File: src/rtl/ex_issue.sv
// Two-stage execute issue: S1 registers operands and ALU select, S2 captures the ALU result.
// Optional operand forwarding from S1/S2 at acceptance is enabled by defining EX_BYPASS_EN.
module ex_issue #(
    parameter int unsigned XLEN = 32
) (
    input  logic            clk,
    input  logic            rst_n,
    input  logic            in_valid,
    output logic            in_ready,
    input  logic [XLEN-1:0] rs1_data,
    input  logic [XLEN-1:0] rs2_data,
    input  logic [XLEN-1:0] imm,
    input  logic [4:0]      rs1_idx,
    input  logic [4:0]      rs2_idx,
    input  logic [4:0]      rd,
    input  logic [2:0]      funct3,
    input  logic            funct7b5,
    input  logic            op_imm,
    output logic [XLEN-1:0] data1,
    output logic [XLEN-1:0] data2,
    output logic [2:0]      alu_sel,
    input  logic [XLEN-1:0] alu_c,
    output logic            out_valid,
    input  logic            out_ready,
    output logic [XLEN-1:0] out_result,
    output logic [4:0]      out_rd,
    output logic            out_illegal
);

    logic            s1_valid_q;
    logic [XLEN-1:0] data1_q, data2_q;
    logic [2:0]      alu_sel_q;
    logic [4:0]      s1_rd_q;
    logic            s1_illegal_q;

    logic            out_valid_q;
    logic [XLEN-1:0] out_result_q;
    logic [4:0]      out_rd_q;
    logic            out_illegal_q;

    logic            s1_adv;
    logic            accept;
    logic [2:0]      sel_d;
    logic            illegal_d;
    logic [XLEN-1:0] rs1_val, rs2_val;
    logic [XLEN-1:0] op2_d;
    logic [XLEN-1:0] result_d;

    assign s1_adv   = s1_valid_q && (!out_valid_q || out_ready);
    assign in_ready = !s1_valid_q || s1_adv;
    assign accept   = in_valid && in_ready;

    always_comb begin
        sel_d     = 3'd0;
        illegal_d = 1'b0;
        case (funct3)
            3'b000:  sel_d = (!op_imm && funct7b5) ? 3'd1 : 3'd0;
            3'b111:  sel_d = 3'd2;
            3'b110:  sel_d = 3'd3;
            3'b100:  sel_d = 3'd4;
            3'b001:  sel_d = 3'd5;
            3'b101:  sel_d = funct7b5 ? 3'd7 : 3'd6;
            default: illegal_d = 1'b1;
        endcase
    end

`ifdef EX_BYPASS_EN
    // The younger producer in S1 wins over the older one waiting in S2.
    always_comb begin
        rs1_val = rs1_data;
        if (s1_valid_q && !s1_illegal_q && (s1_rd_q == rs1_idx) && (rs1_idx != 5'd0)) begin
            rs1_val = alu_c;
        end else if (out_valid_q && (out_rd_q == rs1_idx) && (rs1_idx != 5'd0)) begin
            rs1_val = out_result_q;
        end
        rs2_val = rs2_data;
        if (s1_valid_q && !s1_illegal_q && (s1_rd_q == rs2_idx) && (rs2_idx != 5'd0)) begin
            rs2_val = alu_c;
        end else if (out_valid_q && (out_rd_q == rs2_idx) && (rs2_idx != 5'd0)) begin
            rs2_val = out_result_q;
        end
    end
`else
    logic unused_idx;
    assign unused_idx = ^{rs1_idx, rs2_idx};
    assign rs1_val    = rs1_data;
    assign rs2_val    = rs2_data;
`endif

    assign op2_d    = op_imm ? imm : rs2_val;
    assign result_d = s1_illegal_q ? '0 : alu_c;

    always_ff @(posedge clk or negedge rst_n) begin
        if (!rst_n) begin
            s1_valid_q   <= 1'b0;
            data1_q      <= '0;
            data2_q      <= '0;
            alu_sel_q    <= 3'd0;
            s1_rd_q      <= 5'd0;
            s1_illegal_q <= 1'b0;
        end else if (accept) begin
            s1_valid_q   <= 1'b1;
            data1_q      <= rs1_val;
            data2_q      <= op2_d;
            alu_sel_q    <= sel_d;
            s1_rd_q      <= rd;
            s1_illegal_q <= illegal_d;
        end else if (s1_adv) begin
            s1_valid_q   <= 1'b0;
        end
    end

    // S2 only reloads when empty or popping, so a stalled result never changes.
    always_ff @(posedge clk or negedge rst_n) begin
        if (!rst_n) begin
            out_valid_q   <= 1'b0;
            out_result_q  <= '0;
            out_rd_q      <= 5'd0;
            out_illegal_q <= 1'b0;
        end else if (s1_adv) begin
            out_valid_q   <= 1'b1;
            out_result_q  <= result_d;
            out_rd_q      <= s1_rd_q;
            out_illegal_q <= s1_illegal_q;
        end else if (out_ready) begin
            out_valid_q   <= 1'b0;
        end
    end

    assign data1       = data1_q;
    assign data2       = data2_q;
    assign alu_sel     = alu_sel_q;
    assign out_valid   = out_valid_q;
    assign out_result  = out_result_q;
    assign out_rd      = out_rd_q;
    assign out_illegal = out_illegal_q;

endmodule

File: config.mk
export PLATFORM = sky130hd
export DESIGN_NAME = ex_issue
export DESIGN_NICKNAME = d
export VERILOG_FILES = /design/src/rtl/ex_issue.sv
export SDC_FILE = /design/constraint.sdc
export NUM_CORES = 1
export LEC_CHECK = 0
export CAP_MARGIN = 20
export CORE_MARGIN = 3
export CORE_UTILIZATION = 40
export DETAILED_ROUTE_END_ITERATION = 16
export GPL_TIMING_DRIVEN = 1
export PLACE_DENSITY = 0.87
export SLEW_MARGIN = 40
export SYNTH_ARGS = -nofsm -noshare
export SYNTH_HDL_FRONTEND = slang
export SYNTH_SLANG_ARGS = --single-unit
File: constraint.sdc
create_clock -name clk -period 1.9 [get_ports clk]
set_input_delay 0.19 -clock clk [delete_from_list [all_inputs] [get_ports clk]]
set_output_delay 0.19 -clock clk [all_outputs]
set_load 0.03 [all_outputs]
==> results of run 1 <==
layout make-up:
| class | count | area share [%] |
|---|---|---|
| clock buffers | 22 | 5.75 |
| clock inverters | 10 | 1.61 |
| inverters | 1 | 0.0455 |
| multi-input cells | 223 | 23.7 |
| flip-flops and latches | 113 | 34.3 |
| well taps | 168 | 2.55 |
| repair buffers | 260 | 32.0 |
cells by family after synthesis:
logic type      share of synthesized area, %
compound gates                          6.94
buf+inv                                 3.53
flops                                   57.1
mux                                     26.7
simple gates                            5.81
stage by stage:
stage	hold WS [ps]	worst slack, ps	cell area (um2)	util [%]	power [mW]
2_1_floorplan	-106	318	4960	-	4.54
4_1_cts	322	156	8240	68.4	9.19
5_1_grt	359	134	8240	68.4	9.47
3_3_place_gp	319	161	7630	63.2	5.82
3_5_place_dp	325	125	7630	63.2	5.90
6_report	342	187	8240	68.4	9.09
final timing paths:
kind                                                 start                          to  slack (ps)  cells past startpoint
worst max-delay path                 out_valid$_DFFE_PN0P_                   out_valid         190                      1
worst min-delay path                                op_imm        data2[2]$_DFFE_PN0P_         340                      3
worst max register to register      s1_valid_q$_DFFE_PN0P_       data1[13]$_DFFE_PN0P_         450                      4
worst min register to register  out_result[14]$_DFFE_PN0P_  out_result[14]$_DFFE_PN0P_         500                      1
max in group asynchronous                            rst_n  out_result[11]$_DFFE_PN0P_        1000                      3
min in group asynchronous                            rst_n       data1[30]$_DFFE_PN0P_         380                      3
synth_stat cells:
cell | n | share of area, %
a41oi_1 | 1 | 0.18
a21oi_1 | 65 | 6.6
buf_4 | 2 | 0.30
mux2i_1 | 33 | 6.7
nand2b_1 | 3 | 0.38
nand3b_4 | 1 | 0.40
mux2_2 | 44 | 10
clkbuf_1 | 11 | 0.83
mux2_4 | 33 | 10
nor2_1 | 3 | 0.23
nand2_1 | 1 | 0.076
dfrtp_1 | 113 | 57
buf_2 | 5 | 0.50
nand3b_1 | 2 | 0.30
o21ai_0 | 2 | 0.20
inv_1 | 1 | 0.076
buf_6 | 8 | 1.8
nor2b_1 | 34 | 4.3
and2_1 | 1 | 0.13
layout by cell type, fill, tap and decap left out, types with 4 or more instances in the layout:
| master | count |
|---|---|
| a21oi_1 | 65 |
| buf_12 | 6 |
| buf_4 | 7 |
| clkbuf_16 | 17 |
| clkdlybuf4s50_1 | 245 |
| clkinv_2 | 4 |
| dfrtp_1 | 113 |
| mux2_2 | 44 |
| mux2_4 | 33 |
| mux2i_1 | 33 |
| nor2b_1 | 34 |
where the power goes:
part / leakage (nW) / internal, mW / total, mW / switching, mW
logic: 1.92 / 1.38 / 2.81 / 1.43
clock network: 0.292 / 2.16 / 3.24 / 1.08
registers: 1.32 / 2.82 / 3.05 / 0.227
total: 3.54 / 6.35 / 9.09 / 2.74
per-layer routing:
layer  vias up  GRT usage (%)
met5         -              0
met4         0           7.77
met3        25           7.86
met2       180           36.2
met1      1898           23.0
li1       1786              -
flip-flops by register name, summed over array words and instances, names as in the netlist:
name          cells
out_result       32
s1_rd_q           5
out_valid         1
data1            32
s1_valid_q        1
data2            32
s1_illegal_q      1
alu_sel           3
out_illegal       1
out_rd            5
==> flow_metrics.env, run 1 <==
export IMPL_status="complete, no violations"
export IMPL_slowest_delay_ps=720
export IMPL_maxSlewViolCount=0
export IMPL_fmax_mhz=584
export IMPL_ys_ff_latch=113
export IMPL_wl_met1_mm=5.19
export IMPL_n_fill_cell=856
export IMPL_vias_per_cell=4.88
export IMPL_syn_inst=363
export IMPL_synthesis_nets=515
export IMPL_clock_latency_ps=410
export IMPL_first_pass_iters=4
export IMPL_io_buffers=248
export IMPL_die_area_um2=13800
export IMPL_hold_buffers=1
export IMPL_antenna_left=0
export IMPL_rows=40
export IMPL_clk_path_buf_depth=2
export IMPL_critPathMaxFanout=3
export IMPL_drive_gt1_share_pct=19.6
export IMPL_drc_errors=0
export IMPL_antenna_found_initial=0
export IMPL_multiInputGateArea_um2=1960
export IMPL_fin_nets=768
export IMPL_area_delta_synth_final_pct=66.3
export IMPL_grt_overflow=0
export IMPL_dp_cells=764
export IMPL_cts_setup_buffers=0
export IMPL_drtIter0Drc=194
export IMPL_cts_buffers=17
export IMPL_grt_pass1_vias=4353
export IMPL_worstPathArrival_ps=1520
export IMPL_maxCapViolCount=0
export IMPL_path_delay_family="buffers and inverters"
export IMPL_start_kind="register"
export IMPL_instances_no_fill=797
export IMPL_synth_cell_types=19
export IMPL_syn_avg_cell_area_um2=13.7
export IMPL_setup_violations_final=0
export IMPL_wl_met2_mm=7.12
export IMPL_ctsResizeCount=0
export IMPL_period_minus_slack_ps=1710
export IMPL_htreeDepth=4
export IMPL_rsz0062_at_grt="no"
export IMPL_fin_skew_ps=6.93
export IMPL_p_per_area_nw_per_um2=1100
export IMPL_crit_chain="clkdlybuf4s50_1"
export IMPL_slew_headroom_pct=57.8
export IMPL_critPathKind="register to output port"
export IMPL_post_route_period_util_pct=90.2
export IMPL_cts_tree="built"
export IMPL_synth_cell_area_um2=4960
export IMPL_vias=3889
export IMPL_cts_sinks=113
export IMPL_grt_usage_pct=20.7
export IMPL_cts_root_buffer="clkbuf_16"
export IMPL_wire_per_inst_um=17.3
export IMPL_yosysSeqAreaShare_pct=57.1
export IMPL_die_h_um=117
export IMPL_core_um2=12100
export IMPL_peakVddDrop_mv=0.493
export IMPL_start_util_pct=41.1
export IMPL_seq_area_um2=2830
export IMPL_drt_wl_total_mm=13.8
export IMPL_finalHoldViolCount=0
export IMPL_p_leak_nw=3.54
export IMPL_tightest_slew_ps=633
export IMPL_gp_congestion=0.759
export IMPL_finalSetupTns_ps=0
export IMPL_grt_max_degree=114
export IMPL_floorplan_io_pins=259
export IMPL_dp_hpwl_mm=9.94
export IMPL_crit_required_ps=1710
export IMPL_die_w_um=117
export IMPL_cp_end_kind="output port"
export IMPL_cp_num_buf_inv=1
export IMPL_yosysWarnings=0
export IMPL_dr_wl_met3_mm=1.18
export IMPL_clkTransAtPathRegs_ps=50
export IMPL_top_layer="met4"
export IMPL_crit_slowest_cell="clkdlybuf4s50_1"
export IMPL_num_antenna_cells=0
export IMPL_grt_pass1_wl_mm=22.9
export IMPL_hp_class="input pin to register"
Power figures use the tool's default switching activity.
==> run 2: changes to the inputs <==
- REMOVE_ABC_BUFFERS: unset -> 1
==> flow_metrics.env, run 2 (synthesized netlist as in run 1, its figures left out) <==
export IMPL_status="complete, no violations"
export IMPL_finalSetupTns_ps=0
export IMPL_fin_ws_ps=195
export IMPL_path_delay_family="buffers and inverters"
export IMPL_clk_path_buf_depth=2
export IMPL_post_route_period_util_pct=89.8
export IMPL_slowest_delay_ps=720
export IMPL_maxCapViolCount=0
export IMPL_cts_buffers=17
export IMPL_start_util_pct=41.1
export IMPL_grt_overflow=0
export IMPL_seq_area_um2=2830
export IMPL_p_per_area_nw_per_um2=1080
export IMPL_setup_violations_final=0
export IMPL_p_total_mw=8.84
export IMPL_num_antenna_cells=0
export IMPL_switchingPower_mw=2.68
export IMPL_cts_root_buffer="clkbuf_16"
export IMPL_peakVddDrop_mv=0.676
export IMPL_antenna_left=0
export IMPL_utilization_pct=67.9
export IMPL_final_cell_mix="245 x clkdlybuf4s50_1, 113 x dfrtp_1, 65 x a21oi_1"
export IMPL_grt_pass1_vias=4313
export IMPL_critPathKind="register to output port"
export IMPL_hold_ws_ps=372
export IMPL_grt_pass1_wl_mm=23.0
export IMPL_n_fill_cell=830
export IMPL_hp_class="input pin to register"
export IMPL_drt_wl_total_mm=14.2
export IMPL_first_pass_iters=4
export IMPL_multiInputGateArea_um2=1960
export IMPL_cp_end_kind="output port"
export IMPL_die_h_um=117
export IMPL_clock_latency_ps=400
export IMPL_area_delta_synth_final_pct=65.4
export IMPL_rows=40
export IMPL_p_int_mw=6.16
export IMPL_start_kind="register"
export IMPL_drive_gt1_share_pct=19.2
export IMPL_finalHoldViolCount=0
export IMPL_drtIter0Drc=224
export IMPL_dp_hpwl_mm=10.2
export IMPL_final_common_cell="clkdlybuf4s50_1"
export IMPL_clkPwrFrac_pct=33.7
export IMPL_antenna_found_initial=0
export IMPL_cp_num_buf_inv=1
export IMPL_ctsResizeCount=0
export IMPL_p_leak_nw=3.53
export IMPL_vias=3910
export IMPL_tightest_slew_ps=620
export IMPL_swShare_pct=30.3
export IMPL_fin_skew_ps=6.26
export IMPL_drc_errors=0
export IMPL_slew_headroom_pct=58.6
export IMPL_seq_power_share_pct=34.6
export IMPL_crit_required_ps=1710
export IMPL_fin_nets=769
export IMPL_io_buffers=248
export IMPL_floorplan_io_pins=259
export IMPL_cts_sinks=113
export IMPL_grt_max_degree=114
export IMPL_vias_per_cell=4.90
export IMPL_fmax_mhz=586
export IMPL_die_area_um2=13800
export IMPL_critPathMaxFanout=3
export IMPL_cts_tree="built"
export IMPL_rsz0062_at_grt="no"
export IMPL_core_um2=12100
export IMPL_crit_slowest_cell="clkdlybuf4s50_1"
export IMPL_worstPathArrival_ps=1520
export IMPL_clkTransAtPathRegs_ps=50
export IMPL_grt_usage_pct=21.1
export IMPL_combPwrFrac_pct=31.6
export IMPL_gp_congestion=0.761
export IMPL_period_minus_slack_ps=1710
export IMPL_crit_chain="clkdlybuf4s50_1"
export IMPL_dp_slack_ps=108
export IMPL_die_w_um=117
export IMPL_htreeDepth=4
export IMPL_maxSlewViolCount=0
export IMPL_wire_per_inst_um=17.8
run 2: timing repair:
action | CTS | global route
setup buffers | 0 | 0
hold endpoints to repair | 113 | 0
hold buffers | 1 | 0
run 2: power by group through the flow:
stage / clock network (mW) / registers [mW] / logic (mW)
after global routing: 3.18 / 3.11 / 2.94
final: 2.98 / 3.06 / 2.80
after floorplan: 0 / 3.86 / 0.632
after detailed placement: 0 / 3.08 / 2.81
after CTS: 3.04 / 3.06 / 2.83
after global placement: 0 / 3.07 / 2.75
run 2: tightest hold or removal path, cell delays in order:
cell	delay, ps
buf_2	250
mux2i_1	200
a21oi_1	80
run 2: layout make-up:
type	instances	area share, %
Clock buffer	27	6.26
Tap cell	168	2.56
Clock inverter	5	0.611
Inverter	1	0.0458
Timing Repair Buffer	261	32.2
Sequential cell	113	34.5
Multi-Input combinational cell	223	23.9
run 2: per-stage QoR:
step	std cells	area, um2
after floorplan	337	4780
after global placement	765	7620
after detailed placement	765	7620
after CTS	798	8200
after global routing	798	8200
final	798	8200
run 2: per-layer routing:
metal	part of all wire (%)	track usage [%]	vias up
li1	-	-	1779
met1	40	24.1	1932
met2	51	35.7	179
met3	8.0	8.24	20
met4	1.5	7.99	0
met5	0	0	-
run 2: worst paths after layout:
check	startpoint	end	slack, ps	cells past startpoint
min in group asynchronous	rst_n	out_result[20]$_DFFE_PN0P_	390	3
worst min-delay path	op_imm	data2[9]$_DFFE_PN0P_	370	3
worst max-delay path	out_valid$_DFFE_PN0P_	out_valid	190	1
max in group asynchronous	rst_n	data1[20]$_DFFE_PN0P_	1020	3
worst max register to register	out_valid$_DFFE_PN0P_	data1[9]$_DFFE_PN0P_	410	4
worst min register to register	out_result[20]$_DFFE_PN0P_	out_result[20]$_DFFE_PN0P_	500	1
==> run 3: changes to the inputs <==
- clock period: 1.9 -> 1.8 ns (I/O delays scaled with it)
==> flow_metrics.env, run 3 (synthesized netlist as in run 1, its figures left out) <==
export IMPL_drc_errors=0
export IMPL_cts_buffers=17
export IMPL_p_leak_nw=3.54
export IMPL_status="complete, no violations"
export IMPL_drive_gt1_share_pct=19.9
export IMPL_vias_per_cell=4.87
export IMPL_grt_busiest_layer="met2"
export IMPL_gp_congestion=0.771
export IMPL_crit_required_ps=1620
export IMPL_start_util_pct=41.1
export IMPL_dp_hpwl_mm=10.1
export IMPL_fmax_mhz=585
export IMPL_cp_end_kind="output port"
export IMPL_cts_tree="built"
export IMPL_peakVddDrop_mv=0.570
export IMPL_final_common_cell="clkdlybuf4s50_1"
export IMPL_grt_usage_pct=20.6
export IMPL_clk_path_buf_depth=2
export IMPL_post_route_period_util_pct=95.0
export IMPL_seq_area_um2=2830
export IMPL_clkTransAtPathRegs_ps=60
export IMPL_instances_no_fill=797
export IMPL_p_per_area_nw_per_um2=1170
export IMPL_antenna_left=0
export IMPL_rsz0062_at_grt="no"
export IMPL_first_pass_iters=4
export IMPL_die_area_um2=13800
export IMPL_crit_slowest_cell="clkdlybuf4s50_1"
export IMPL_hp_class="input pin to register"
export IMPL_worstPathArrival_ps=1530
export IMPL_fin_nets=768
export IMPL_vias=3883
export IMPL_rows=40
export IMPL_floorplan_io_pins=259
export IMPL_slowest_delay_ps=720
export IMPL_hp_start="op_imm"
export IMPL_grt_use_met3_pct=9.45
export IMPL_n_fill_cell=866
export IMPL_drt_wl_total_mm=14.0
export IMPL_finalSetupTns_ps=0
export IMPL_io_buffers=248
export IMPL_period_minus_slack_ps=1710
export IMPL_path_delay_family="buffers and inverters"
export IMPL_dp_cells=764
export IMPL_tightest_slew_ps=606
export IMPL_finalHoldViolCount=0
export IMPL_startpoint="out_valid$_DFFE_PN0P_"
export IMPL_htreeDepth=4
export IMPL_core_um2=12100
export IMPL_maxSlewViolCount=0
export IMPL_die_w_um=117
export IMPL_grtUsageMet1_pct=23.2
export IMPL_cts_root_buffer="clkbuf_16"
export IMPL_hold_ws_ps=335
export IMPL_drtIter0Drc=152
export IMPL_cts_setup_buffers=0
export IMPL_area_delta_synth_final_pct=66.8
export IMPL_slew_headroom_pct=59.6
export IMPL_grt_max_degree=114
export IMPL_wire_per_inst_um=17.6
export IMPL_cts_sinks=113
export IMPL_grtUsageMet2_pct=34.2
export IMPL_grt_pass1_wl_mm=22.6
export IMPL_die_h_um=117
export IMPL_grt_overflow=0
export IMPL_start_kind="register"
export IMPL_num_antenna_cells=0
export IMPL_crit_chain="clkdlybuf4s50_1"
export IMPL_final_cell_mix="245 x clkdlybuf4s50_1, 113 x dfrtp_1, 65 x a21oi_1"
export IMPL_critPathKind="register to output port"
export IMPL_cp_num_buf_inv=1
export IMPL_critPathMaxFanout=3
export IMPL_grt_pass1_vias=4301
export IMPL_antenna_found_initial=1
export IMPL_clock_latency_ps=400
export IMPL_maxCapViolCount=0
export IMPL_fin_skew_ps=10.4
export IMPL_multiInputGateArea_um2=1960
export IMPL_r2r_start="out_valid$_DFFE_PN0P_"
export IMPL_setup_violations_final=0
[run 3: cell types whose count changed in the layout (fill, tap and decap cells not counted), sizes merged]
cell and delta:
buf -1, bufinv +2, clkbuf -8, clkinv -2, clkinvlp +3, inv +5
[run 3: routing by layer]
metal	share of wire, %	vias up
met1	39	1883
met4	2.3	2
li1	-	1779
met5	0.093	-
met3	9.3	25
met2	50	194
[run 3: repair_timing]
| item | 4_1_cts | 5_1_grt |
|---|---|---|
| hold buffers | 1 | 0 |
| resized for setup | 0 | 0 |
| endpoints found under the hold margin | 113 | 0 |
[run 3: path summary, 6_finish.rpt]
path,end,cells past startpoint,slack (ps)
max,out_valid,1,90
min,data2[28]$_DFFE_PN0P_,3,340
max reg2reg,data1[16]$_DFFE_PN0P_,4,390
min reg2reg,out_result[15]$_DFFE_PN0P_,1,500
max in group asynchronous,data2[18]$_DFFE_PN0P_,3,920
min in group asynchronous,out_result[20]$_DFFE_PN0P_,3,410
[run 3: layout make-up]
cell class | instances | share of cell area [%]
clock buffers | 19 | 5.48
clock inverters | 13 | 2.10
inverters | 1 | 0.0454
multi-input cells | 223 | 23.7
flip-flops and latches | 113 | 34.2
well taps | 168 | 2.54
repair buffers | 260 | 31.9
[run 3: where the power goes]
part           total [mW]  internal (mW)  switching [mW]  leakage, nW
sequential           3.22           2.98           0.246         1.32
combinational        2.95           1.46            1.49         1.92
clock                3.51           2.28            1.24        0.298
[run 3: through the flow]
step / utilization [%] / area (um2) / setup WS, ps / total power, mW
2_1_floorplan: - / 4780 / -1670 / 4.75
3_3_place_gp: 63.2 / 7630 / 136 / 6.15
3_5_place_dp: 63.2 / 7630 / 94.0 / 6.23
4_1_cts: 68.5 / 8260 / 68.0 / 9.79
5_1_grt: 68.5 / 8260 / 23.4 / 10.1
6_report: 68.5 / 8260 / 89.1 / 9.68
